==> config.mk <==
export PLATFORM = sky130hd
export DESIGN_NAME = ibex_bus_arbiter
export DESIGN_NICKNAME = d
export VERILOG_FILES = /design/src/rtl/ibex_bus_arbiter.sv
export SDC_FILE = /design/constraint.sdc
export NUM_CORES = 1
export LEC_CHECK = 0
export BUFFER_PORTS_ARGS = -buffer_cell sky130_fd_sc_hd__buf_4
export CORE_AREA = 2 2 110 112
export DETAILED_ROUTE_END_ITERATION = 10
export DIE_AREA = 0 0 112 114
export GPL_ROUTABILITY_DRIVEN = 0
export PLACE_DENSITY = 0.48
export SLEW_MARGIN = 15
export SYNTH_ARGS = -nofsm -noshare
export SYNTH_HDL_FRONTEND = slang
export SYNTH_SLANG_ARGS = --single-unit
==> constraint.sdc <==
create_clock -name clk_i -period 5.5 [get_ports clk_i]
set_clock_uncertainty 0.2 [all_clocks]
set_input_delay 0.55 -clock clk_i [delete_from_list [all_inputs] [get_ports clk_i]]
set_output_delay 0.55 -clock clk_i [all_outputs]
set_load 0.005 [all_outputs]
==> src/rtl/ibex_bus_arbiter.sv <==
// Two-host (instr/data) to one-device memory arbiter.
// In-order ID FIFO routes device responses back to the granting host.
module ibex_bus_arbiter #(
    parameter int unsigned MaxOutstanding = 2,
    parameter bit          RoundRobin     = 1'b0
) (
    input  logic        clk_i,
    input  logic        rst_ni,
    input  logic        instr_req_i,
    input  logic [31:0] instr_addr_i,
    output logic        instr_gnt_o,
    output logic        instr_rvalid_o,
    output logic [31:0] instr_rdata_o,
    output logic        instr_err_o,
    input  logic        data_req_i,
    input  logic        data_we_i,
    input  logic [3:0]  data_be_i,
    input  logic [31:0] data_addr_i,
    input  logic [31:0] data_wdata_i,
    output logic        data_gnt_o,
    output logic        data_rvalid_o,
    output logic [31:0] data_rdata_o,
    output logic        data_err_o,
    output logic        mem_req_o,
    output logic        mem_we_o,
    output logic [3:0]  mem_be_o,
    output logic [31:0] mem_addr_o,
    output logic [31:0] mem_wdata_o,
    input  logic        mem_gnt_i,
    input  logic        mem_rvalid_i,
    input  logic [31:0] mem_rdata_i,
    input  logic        mem_err_i,
    output logic [3:0]  outstanding_o,
    output logic        spurious_rvalid_o
);

    localparam int unsigned PtrW = (MaxOutstanding > 1) ? $clog2(MaxOutstanding) : 1;
    localparam logic [3:0] Depth = 4'(MaxOutstanding);
    localparam logic [PtrW-1:0] LastIdx = PtrW'(MaxOutstanding - 1);

    typedef enum logic [1:0] {
        IDLE,
        HOLD_I,
        HOLD_D
    } state_e;

    state_e state_q, state_d;

    // owner: 0 = instr host, 1 = data host
    logic owner;
    logic req;
    logic gnt;
    logic pop;
    logic head;
    logic full;
    logic empty;
    logic last_q;
    logic spurious_q;
    logic [3:0] count_q;
    logic [MaxOutstanding-1:0] id_q;
    logic [PtrW-1:0] wr_ptr_q;
    logic [PtrW-1:0] rd_ptr_q;

    function automatic logic [PtrW-1:0] bump(input logic [PtrW-1:0] p);
        return (p == LastIdx) ? '0 : p + 1'b1;
    endfunction

    assign full  = (count_q == Depth);
    assign empty = (count_q == 4'd0);
    assign gnt   = req & mem_gnt_i;
    assign pop   = rst_ni & mem_rvalid_i & ~empty;
    assign head  = id_q[rd_ptr_q];

    // FSM state register
    always_ff @(posedge clk_i or negedge rst_ni) begin
        if (!rst_ni) begin
            state_q <= IDLE;
        end else begin
            state_q <= state_d;
        end
    end

    // Next state: lock the owner while its request waits for a grant
    always_comb begin
        state_d = state_q;
        unique case (state_q)
            IDLE: begin
                if (req && !mem_gnt_i) begin
                    state_d = owner ? HOLD_D : HOLD_I;
                end
            end
            HOLD_I: begin
                if (mem_gnt_i || !instr_req_i) begin
                    state_d = IDLE;
                end
            end
            HOLD_D: begin
                if (mem_gnt_i || !data_req_i) begin
                    state_d = IDLE;
                end
            end
            default: state_d = IDLE;
        endcase
    end

    // Owner selection and device request
    always_comb begin
        owner = 1'b0;
        req   = 1'b0;
        unique case (state_q)
            IDLE: begin
                if (instr_req_i && data_req_i) begin
                    owner = RoundRobin ? ~last_q : 1'b1;
                end else begin
                    owner = data_req_i;
                end
                req = ~full & (instr_req_i | data_req_i);
            end
            HOLD_I: begin
                owner = 1'b0;
                req   = instr_req_i;
            end
            HOLD_D: begin
                owner = 1'b1;
                req   = data_req_i;
            end
            default: begin
                owner = 1'b0;
                req   = 1'b0;
            end
        endcase
        req = req & rst_ni;
    end

    // Response-routing FIFO of granted host IDs
    always_ff @(posedge clk_i or negedge rst_ni) begin
        if (!rst_ni) begin
            id_q     <= '0;
            wr_ptr_q <= '0;
            rd_ptr_q <= '0;
            count_q  <= 4'd0;
        end else begin
            if (gnt) begin
                id_q[wr_ptr_q] <= owner;
                wr_ptr_q       <= bump(wr_ptr_q);
            end
            if (pop) begin
                rd_ptr_q <= bump(rd_ptr_q);
            end
            count_q <= count_q + {3'b0, gnt} - {3'b0, pop};
        end
    end

    // Last granted host for round-robin, sticky spurious-response flag
    always_ff @(posedge clk_i or negedge rst_ni) begin
        if (!rst_ni) begin
            last_q     <= 1'b0;
            spurious_q <= 1'b0;
        end else begin
            if (gnt) begin
                last_q <= owner;
            end
            if (mem_rvalid_i && empty) begin
                spurious_q <= 1'b1;
            end
        end
    end

    assign instr_gnt_o    = gnt & ~owner;
    assign data_gnt_o     = gnt & owner;
    assign instr_rvalid_o = pop & ~head;
    assign data_rvalid_o  = pop & head;
    assign instr_err_o    = instr_rvalid_o & mem_err_i;
    assign data_err_o     = data_rvalid_o & mem_err_i;
    assign instr_rdata_o  = mem_rdata_i;
    assign data_rdata_o   = mem_rdata_i;

    assign mem_req_o   = req;
    assign mem_we_o    = (req & owner) ? data_we_i : 1'b0;
    assign mem_be_o    = (req & owner) ? data_be_i : 4'hf;
    assign mem_addr_o  = (req & owner) ? data_addr_i : instr_addr_i;
    assign mem_wdata_o = (req & owner) ? data_wdata_i : 32'h0;

    assign outstanding_o     = count_q;
    assign spurious_rvalid_o = spurious_q;

endmodule

==> results.txt, run 1 <==
Fraction of layout cells with a size suffix above 1 = 0.7160
Vias in the first global route = 1896
Maximum number of buffers from clock root to sink = 2
Final count of negative-setup-slack endpoints = 0
Number of cells produced by synthesis = 206
Max incr delay on CP = 0.43 ns
Critical Setup Path Class = reg2out
Violation count after the first detailed-routing iteration = 25
WP data arrival = 2.43 ns
Inst Count DP = 467
Adder-Cell Fraction of Synth Area = 0.04231
Critical path's slowest cell = sky130_fd_sc_hd__mux2_4
First-pass GRT wire length = 8866 um
CTS buffer count = 3
Overall routing resource usage = 0.08369
Die ar. = 12770 um2
Nets in the synthesized netlist = 352
Number of non-filler instances in the completed layout = 471
Top cell type's share of synthesized area = 0.2462
Number of placement rows = 40
Area share of and/or/nand/nor cells after synthesis = 0.2115
Largest net degree at the start of global routing = 52
TritonCTS sink count = 11
Max rail drop VDD = 133.6 uV
Crit start category = flop
Final Critical Period = 3.176 ns
Clk slew on worst S/H paths = 0.04 ns
Layout overhead on the synthesized area = 56.67%
Share of the cycle needed by the critical path after routing = 0.5774
Total leakage power = 1.773 nW
Unrepaired setup endpoints after global routing = false
Floorplan Core Area = 11710 um2
Post-synthesis sequential element count = 11
Post-Synthesis Cell Area = 1952 um2
Category of the worst setup path capture point = output pin
Combinational family with the most area after synthesis = buffers and inverters
Min-Delay Path Class = in2async
XOR/XNOR Fraction of Synth Area = 0.01795
Worst Path Required = 4.75 ns
H-Tree Depth = 1
CP Max Fanout = 35
Cell type with the largest total area after synthesis = sky130_fd_sc_hd__buf_4
Seq/Total Area, Yosys = 0.1410
Final Max Tran Viols = 0
Distinct cells, synth = 34
Number of nets in the final layout = 471
Cells taking the most area after synthesis = sky130_fd_sc_hd__buf_4 25%, sky130_fd_sc_hd__mux2_4 23%, sky130_fd_sc_hd__dfrtp_1 14%, sky130_fd_sc_hd__and3_1 11%, sky130_fd_sc_hd__ha_1 3.2%
Multiplexer share of the synthesized area = 0.2532
Worst skew pair latency = 0.23 ns
Detailed placement HPWL = 5029 um
Status = finished clean
Number of iterations in the first detailed-routing pass = 4
Initial antenna violation count = 0
Overall via count from detail_route = 1879
Antenna diode count = 0
Resized Gates After CTS = 0
Share of the synthesized area in compound gates (AO/OA/AOI/OAI) = 0.03141
Final-report hold violation count = 0
Number of top-level pins = 285
Count of max-cap constraint violations = 0
Drc violations = 0
Effective utilization at floorplan = 0.1667
Fin Setup TNS = 0 ns
Horiz. Die Dim = 112 um
FMAX = 314.9 MHz
Overall routed net length = 5990 um
Via count normalized by instance count = 3.989
Height of the chip = 114 um
Final ANT Viol Nets = 0
Count of yosys warnings during synthesis = 0
Average wire per cell in the routed design = 12.72 um
Hold buffer count at cts = 0
Setup repair bufs after CTS = 0
Buffers added on ports = 188
GRT Residual Overflow = 0
CTS tree = built
Tightest Pin Transition = 0.6097 ns
Clk Tree Root Cell = sky130_fd_sc_hd__clkbuf_16
Average cell area after synthesis = 9.475 um2
Worst-case headroom to the max-slew limit = 0.5935
Total power per unit cell area = 224.4 nW/um2
Critical-path cell list = inv_1, ha_1, and4bb_4, nor2_8, nand2_4, mux2_4, buf_4
==> stage by stage <==
| step | util | setup slack [ns] | cell area, um2 | power, mW | hold WS [ns] |
|---|---|---|---|---|---|
| final | 0.2611 | 2.324 | 3058 | 0.6863 | 0.06203 |
| after global routing | 0.2611 | 2.137 | 3058 | 0.7411 | 0.08606 |
| after CTS | 0.2611 | 2.306 | 3058 | 0.7005 | 0.07615 |
| after detailed placement | 0.2544 | 2.562 | 2979 | 0.5637 | 0.2704 |
| after global placement | 0.2544 | 2.640 | 2979 | 0.5558 | 0.2434 |
| after floorplan | - | 2.983 | 1952 | 0.4037 | 0.05441 |
==> power by group <==
part           total (mW)  internal (mW)  switching, mW
Combinational       0.405          0.250          0.155
Sequential          0.150          0.119         0.0314
Clock               0.131         0.0972         0.0340
Total               0.686          0.466          0.220
==> cell families (layout without fill, tap and decap cells) <==
logic type / after synthesis / in the layout
AOI/OAI and AO/OA: 8 / 8
xor gates and xnor gates: 4 / 4
adders and majority gates: 6 / 6
buffers and inverters: 80 / 198
DFF: 11 / 11
muxes: 34 / 34
and+or+nand+nor: 63 / 63
==> final timing paths <==
| path | end | slack [ns] | startpoint | cells after the start |
|---|---|---|---|---|
| worst max-delay path | mem_addr_o[20] | 2.32 | outstanding_o[2]$_DFF_PN0_ | 7 |
| worst min-delay path | outstanding_o[0]$_DFF_PN0_ | 0.06 | rst_ni | 1 |
| worst max register to register | outstanding_o[2]$_DFF_PN0_ | 2.77 | outstanding_o[2]$_DFF_PN0_ | 10 |
| worst min register to register | spurious_rvalid_o$_DFFE_PN0P_ | 0.27 | spurious_rvalid_o$_DFFE_PN0P_ | 1 |
| max in group asynchronous | id_q[0]$_DFFE_PN0P_ | 4.72 | rst_ni | 1 |
| min in group clk_i | spurious_rvalid_o$_DFFE_PN0P_ | 0.27 | spurious_rvalid_o$_DFFE_PN0P_ | 1 |
==> layout make-up <==
| cell class | instances | area, um2 |
|---|---|---|
| timing repair buffer | 188 | 1411 |
| tap | 147 | 183.9 |
| sequential | 11 | 275.3 |
| clock buffer | 4 | 78.83 |
| multi-input combinational | 115 | 1086 |
| fill | 1267 | 8653 |
| inverter | 6 | 22.52 |
==> cell usage in the layout (no fill, tap or decap), drive strengths merged, types with 3 or more instances in the layout <==
cell type,instances
and2,3
and3,34
buf,188
clkbuf,4
dfrtp,11
ha,5
inv,6
mux2,33
nand2,4
nand2b,6
nor2,8
==> per-layer routing <==
metal	routed length, um	track usage	share of wire	up-vias
li1	-	-	-	875
met1	1938	0.09044	0.32	823
met2	3154	0.1584	0.53	172
met3	831	0.03082	0.14	9
met4	65	0.01463	0.011	0
met5	0	0	0	-
==> synth_stat cells <==
cell type,instances
sky130_fd_sc_hd__dfrtp_1,11
sky130_fd_sc_hd__a31o_2,1
sky130_fd_sc_hd__buf_12,3
sky130_fd_sc_hd__nor3b_1,2
sky130_fd_sc_hd__nand2b_4,1
sky130_fd_sc_hd__nor2_1,7
sky130_fd_sc_hd__nand2_4,1
sky130_fd_sc_hd__a21o_1,2
sky130_fd_sc_hd__o22ai_1,1
sky130_fd_sc_hd__mux2_4,30
sky130_fd_sc_hd__xnor2_1,2
sky130_fd_sc_hd__or2_2,2
sky130_fd_sc_hd__nand3_1,1
sky130_fd_sc_hd__mux2i_1,1
sky130_fd_sc_hd__o41ai_1,1
sky130_fd_sc_hd__o211a_1,1
sky130_fd_sc_hd__and3_1,34
sky130_fd_sc_hd__buf_2,1
sky130_fd_sc_hd__nor2_8,1
sky130_fd_sc_hd__o31ai_1,1
sky130_fd_sc_hd__inv_1,6
sky130_fd_sc_hd__mux2_2,3
sky130_fd_sc_hd__nand4_1,1
sky130_fd_sc_hd__and4bb_4,1
sky130_fd_sc_hd__clkbuf_1,6
sky130_fd_sc_hd__ha_1,5
sky130_fd_sc_hd__nand2b_1,5
sky130_fd_sc_hd__buf_4,64
sky130_fd_sc_hd__and2_1,3
sky130_fd_sc_hd__nand2_1,3
sky130_fd_sc_hd__fa_1,1
sky130_fd_sc_hd__xor2_1,2
sky130_fd_sc_hd__and4bb_2,1
sky130_fd_sc_hd__a21oi_1,1
==> sequential cells by signal, indices dropped and copies added, names as in the netlist <==
signal             flops
spurious_rvalid_o      1
rd_ptr_q               1
wr_ptr_q               1
outstanding_o          4
state_q                2
id_q                   2
==> critical path, delay by kind of cell, from the launching register on <==
family / cells / cell delay (ns)
flip-flops: 1 / 0.33
adder cells (fa/ha/maj): 1 / 0.21
multiplexers: 1 / 0.43
buffers and inverters: 2 / 0.19
AND/OR/NAND/NOR: 3 / 0.97
Power figures use the tool's default switching activity.
==> run 2: changes to the inputs <==
--- a/config.mk
+++ b/config.mk
@@ -5,12 +5,13 @@
 export SDC_FILE = /design/constraint.sdc
 export NUM_CORES = 1
 export LEC_CHECK = 0
+export ABC_AREA = 1
 export BUFFER_PORTS_ARGS = -buffer_cell sky130_fd_sc_hd__buf_4
-export CORE_AREA = 2 2 110 112
+export CORE_AREA = 2 2 109 111
 export DETAILED_ROUTE_END_ITERATION = 10
-export DIE_AREA = 0 0 112 114
+export DIE_AREA = 0 0 111 113
 export GPL_ROUTABILITY_DRIVEN = 0
-export PLACE_DENSITY = 0.48
+export PLACE_DENSITY = 0.5
 export SLEW_MARGIN = 15
 export SYNTH_ARGS = -nofsm -noshare
 export SYNTH_HDL_FRONTEND = slang
==> constraint.sdc (replaced) <==
create_clock -name clk_i -period 2.9 [get_ports clk_i]
set_clock_uncertainty 0.2 [all_clocks]
set_input_delay 0.29 -clock clk_i [delete_from_list [all_inputs] [get_ports clk_i]]
set_output_delay 0.29 -clock clk_i [all_outputs]
set_load 0.005 [all_outputs]
==> results.txt, run 2 <==
CTS buffer count = 3
List of most frequent post-synthesis cells = 112 x sky130_fd_sc_hd__nand2_1, 64 x sky130_fd_sc_hd__buf_4, 51 x sky130_fd_sc_hd__inv_1
Horiz. Die Dim = 111 um
Post-synthesis sequential element count = 11
Clk slew on worst S/H paths = 0.04 ns
Number of non-filler instances in the completed layout = 593
Worst skew pair latency = 0.24 ns
Capture point of the worst reg-to-reg path = outstanding_o[2]$_DFF_PN0_
Unrepaired setup endpoints after global routing = false
Post-Synthesis Cell Area = 1886 um2
Top cell type's share of synthesized area = 0.2548
Total leakage power = 1.907 nW
Setup repair bufs after CTS = 0
Layer with the highest usage after global routing = met2
Min-Delay Path Class = in2reg
Count of max-cap constraint violations = 0
Vias in the first global route = 2242
GRT Residual Overflow = 0
Critical-path cell list = inv_1, ha_1, nand3_1, nand3_1, nand2_1, nand2_2, nor2_4, inv_2, buf_4, buf_4, nor2_2, buf_4
Most common cell on crit path = sky130_fd_sc_hd__buf_4
Final ANT Viol Nets = 0
FMAX = 379.2 MHz
Final Max Tran Viols = 0
Crit-path leading delay family = buffers and inverters
Max reg flops = 4
Final-report hold violation count = 0
Async S/R FF share, synth = 1.000
Critical Setup Path Class = reg2out
Effective utilization at floorplan = 0.1673
Category of the worst setup path capture point = output pin
Number of top-level pins = 285
Initial antenna violation count = 0
Average cell area after synthesis = 5.766 um2
Overall routing resource usage = 0.1105
Met1 Use GR = 0.1173
Number of nets in the final layout = 597
Share of the cycle needed by the critical path after routing = 0.9093
Overall routed net length = 7577 um
Overall via count from detail_route = 2278
Via count normalized by instance count = 3.841
M2 GR Usage = 0.2049
Final core utilization = 0.2708
Logic depth of the worst path, buffers included = 12
Antenna diode count = 0
Buffers added on ports = 188
Launching instance or port of the critical path = outstanding_o[2]$_DFF_PN0_
Die ar. = 12540 um2
Fin Setup TNS = 0 ns
Max incr delay on CP = 0.38 ns
CP Max Fanout = 22
Most common library cell in the layout ignoring fill and taps = sky130_fd_sc_hd__buf_4
Violation count after the first detailed-routing iteration = 98
WP data arrival = 2.15 ns
Status = finished clean
Inst Count DP = 588
Capture point of the worst path = mem_wdata_o[19]
Detailed placement HPWL = 6358 um
TritonCTS sink count = 11
Hold buffer count at cts = 1
Distinct cells, synth = 23
Number of buffers and inverters on the critical path = 5
Leading cell type by number of instances after synthesis = sky130_fd_sc_hd__nand2_1
Crit start category = flop
Number of cells produced by synthesis = 327
Post-synth EDFFs = 0
Critical path's slowest cell = sky130_fd_sc_hd__dfrtp_1
Layout overhead on the synthesized area = 61.91%
Top library cells by usage in the layout, fill and taps aside = 192 x sky130_fd_sc_hd__buf_4, 112 x sky130_fd_sc_hd__nand2_1, 51 x sky130_fd_sc_hd__inv_1
Cells on worst reg2reg path = 11
Nets in the synthesized netlist = 473
Drc violations = 0
Cells taking the most area after synthesis = sky130_fd_sc_hd__buf_4 25%, sky130_fd_sc_hd__nand2_1 22%, sky130_fd_sc_hd__dfrtp_1 15%, sky130_fd_sc_hd__inv_1 10%, sky130_fd_sc_hd__nor2_1 5.8%
Number of iterations in the first detailed-routing pass = 4
Height of the chip = 113 um
Max rail drop VDD = 444.0 uV
Worst Path Required = 2.41 ns
Met3 Resource Use GR = 0.04821
Clk Tree Root Cell = sky130_fd_sc_hd__clkbuf_16
Total power per unit cell area = 585.1 nW/um2
Maximum number of buffers from clock root to sink = 2
Final Critical Period = 2.637 ns
Largest net degree at the start of global routing = 35
Resized Gates After CTS = 0
H-Tree Depth = 1
Seq/Total Area, Yosys = 0.1460
First-pass GRT wire length = 11290 um
Average wire per cell in the routed design = 12.78 um
Tightest Pin Transition = 0.3587 ns
CTS tree = built
Worst-case headroom to the max-slew limit = 0.7608
Worst reg2reg startpoint = outstanding_o[2]$_DFF_PN0_
Fraction of layout cells with a size suffix above 1 = 0.4733
Slack of the worst reg-to-reg path = 0.37 ns
Leading register cell type out of synthesis = sky130_fd_sc_hd__dfrtp_1
Number of placement rows = 39
Cell type with the largest total area after synthesis = sky130_fd_sc_hd__buf_4
Count of yosys warnings during synthesis = 0
Final count of negative-setup-slack endpoints = 0
Floorplan Core Area = 11270 um2
## run 2: changes by cell type in the layout (fill, tap and decap cells not counted), moves of 9 or more
| cell | delta |
|---|---|
| sky130_fd_sc_hd__nand3_1 | +9 |
| sky130_fd_sc_hd__mux2_4 | -30 |
| sky130_fd_sc_hd__nand2_1 | +109 |
| sky130_fd_sc_hd__inv_1 | +45 |
| sky130_fd_sc_hd__nor2_1 | +22 |
| sky130_fd_sc_hd__and3_1 | -34 |
| sky130_fd_sc_hd__nor2_2 | +11 |
## run 2: where the power goes
part           switching [mW]  internal (mW)
registers              0.0546          0.232
logic                   0.617          0.624
clock network          0.0764          0.183
## run 2: through the flow
stage | setup slack (ns) | hold WS (ns) | area [um2] | total power, mW
after floorplan | 0.5541 | -0.2056 | 1886 | 0.9754
after detailed placement | 0.3670 | -0.04815 | 2963 | 1.552
final | 0.2630 | 0.1036 | 3053 | 1.786
after CTS | 0.2197 | 0.1048 | 3053 | 1.820
after global placement | 0.4498 | -0.05102 | 2963 | 1.530
after global routing | 0.04088 | 0.1269 | 3053 | 1.974
## run 2: routing by layer
| layer | wire, um | vias to the layer above |
|---|---|---|
| met3 | 861 | 7 |
| met2 | 3920 | 147 |
| met1 | 2728 | 997 |
| met4 | 65 | 0 |
| met5 | 0 | - |
| li1 | - | 1127 |
## run 2: tightest hold or removal path, cell delays in order
cell	delay, ns
sky130_fd_sc_hd__buf_4	0.11
sky130_fd_sc_hd__inv_1	0.04
sky130_fd_sc_hd__o21bai_1	0.06
## run 2: cell type report
| class | instances | area (um2) |
|---|---|---|
| multi-input cells | 188 | 864.6 |
| inverters | 54 | 202.7 |
| clock inverters | 1 | 5.005 |
| fillers | 1268 | 8219 |
| well taps | 143 | 178.9 |
| clock buffers | 3 | 75.07 |
| repair buffers | 193 | 1451 |
| flip-flops and latches | 11 | 275.3 |
## run 2: logic make-up after synthesis
family | synth area share
buf+inv | 0.3955
xor+xnor | 0.01858
flops | 0.1460
compound gates | 0.01460
simple gates | 0.3816
fa+ha+maj | 0.04380
## run 2: worst min path at each step
stage,start,endpoint,slack [ns],depth (start not counted)
floorplan,rst_ni,id_q[0]$_DFFE_PN0P_,-0.21,0
global placement,rst_ni,state_q[1]$_DFFE_PN0P_,-0.05,1
detailed placement,rst_ni,state_q[0]$_DFFE_PN0P_,-0.05,1
CTS,mem_rvalid_i,spurious_rvalid_o$_DFFE_PN0P_,0.10,3
global route,mem_rvalid_i,spurious_rvalid_o$_DFFE_PN0P_,0.13,3
finish,mem_rvalid_i,spurious_rvalid_o$_DFFE_PN0P_,0.10,3
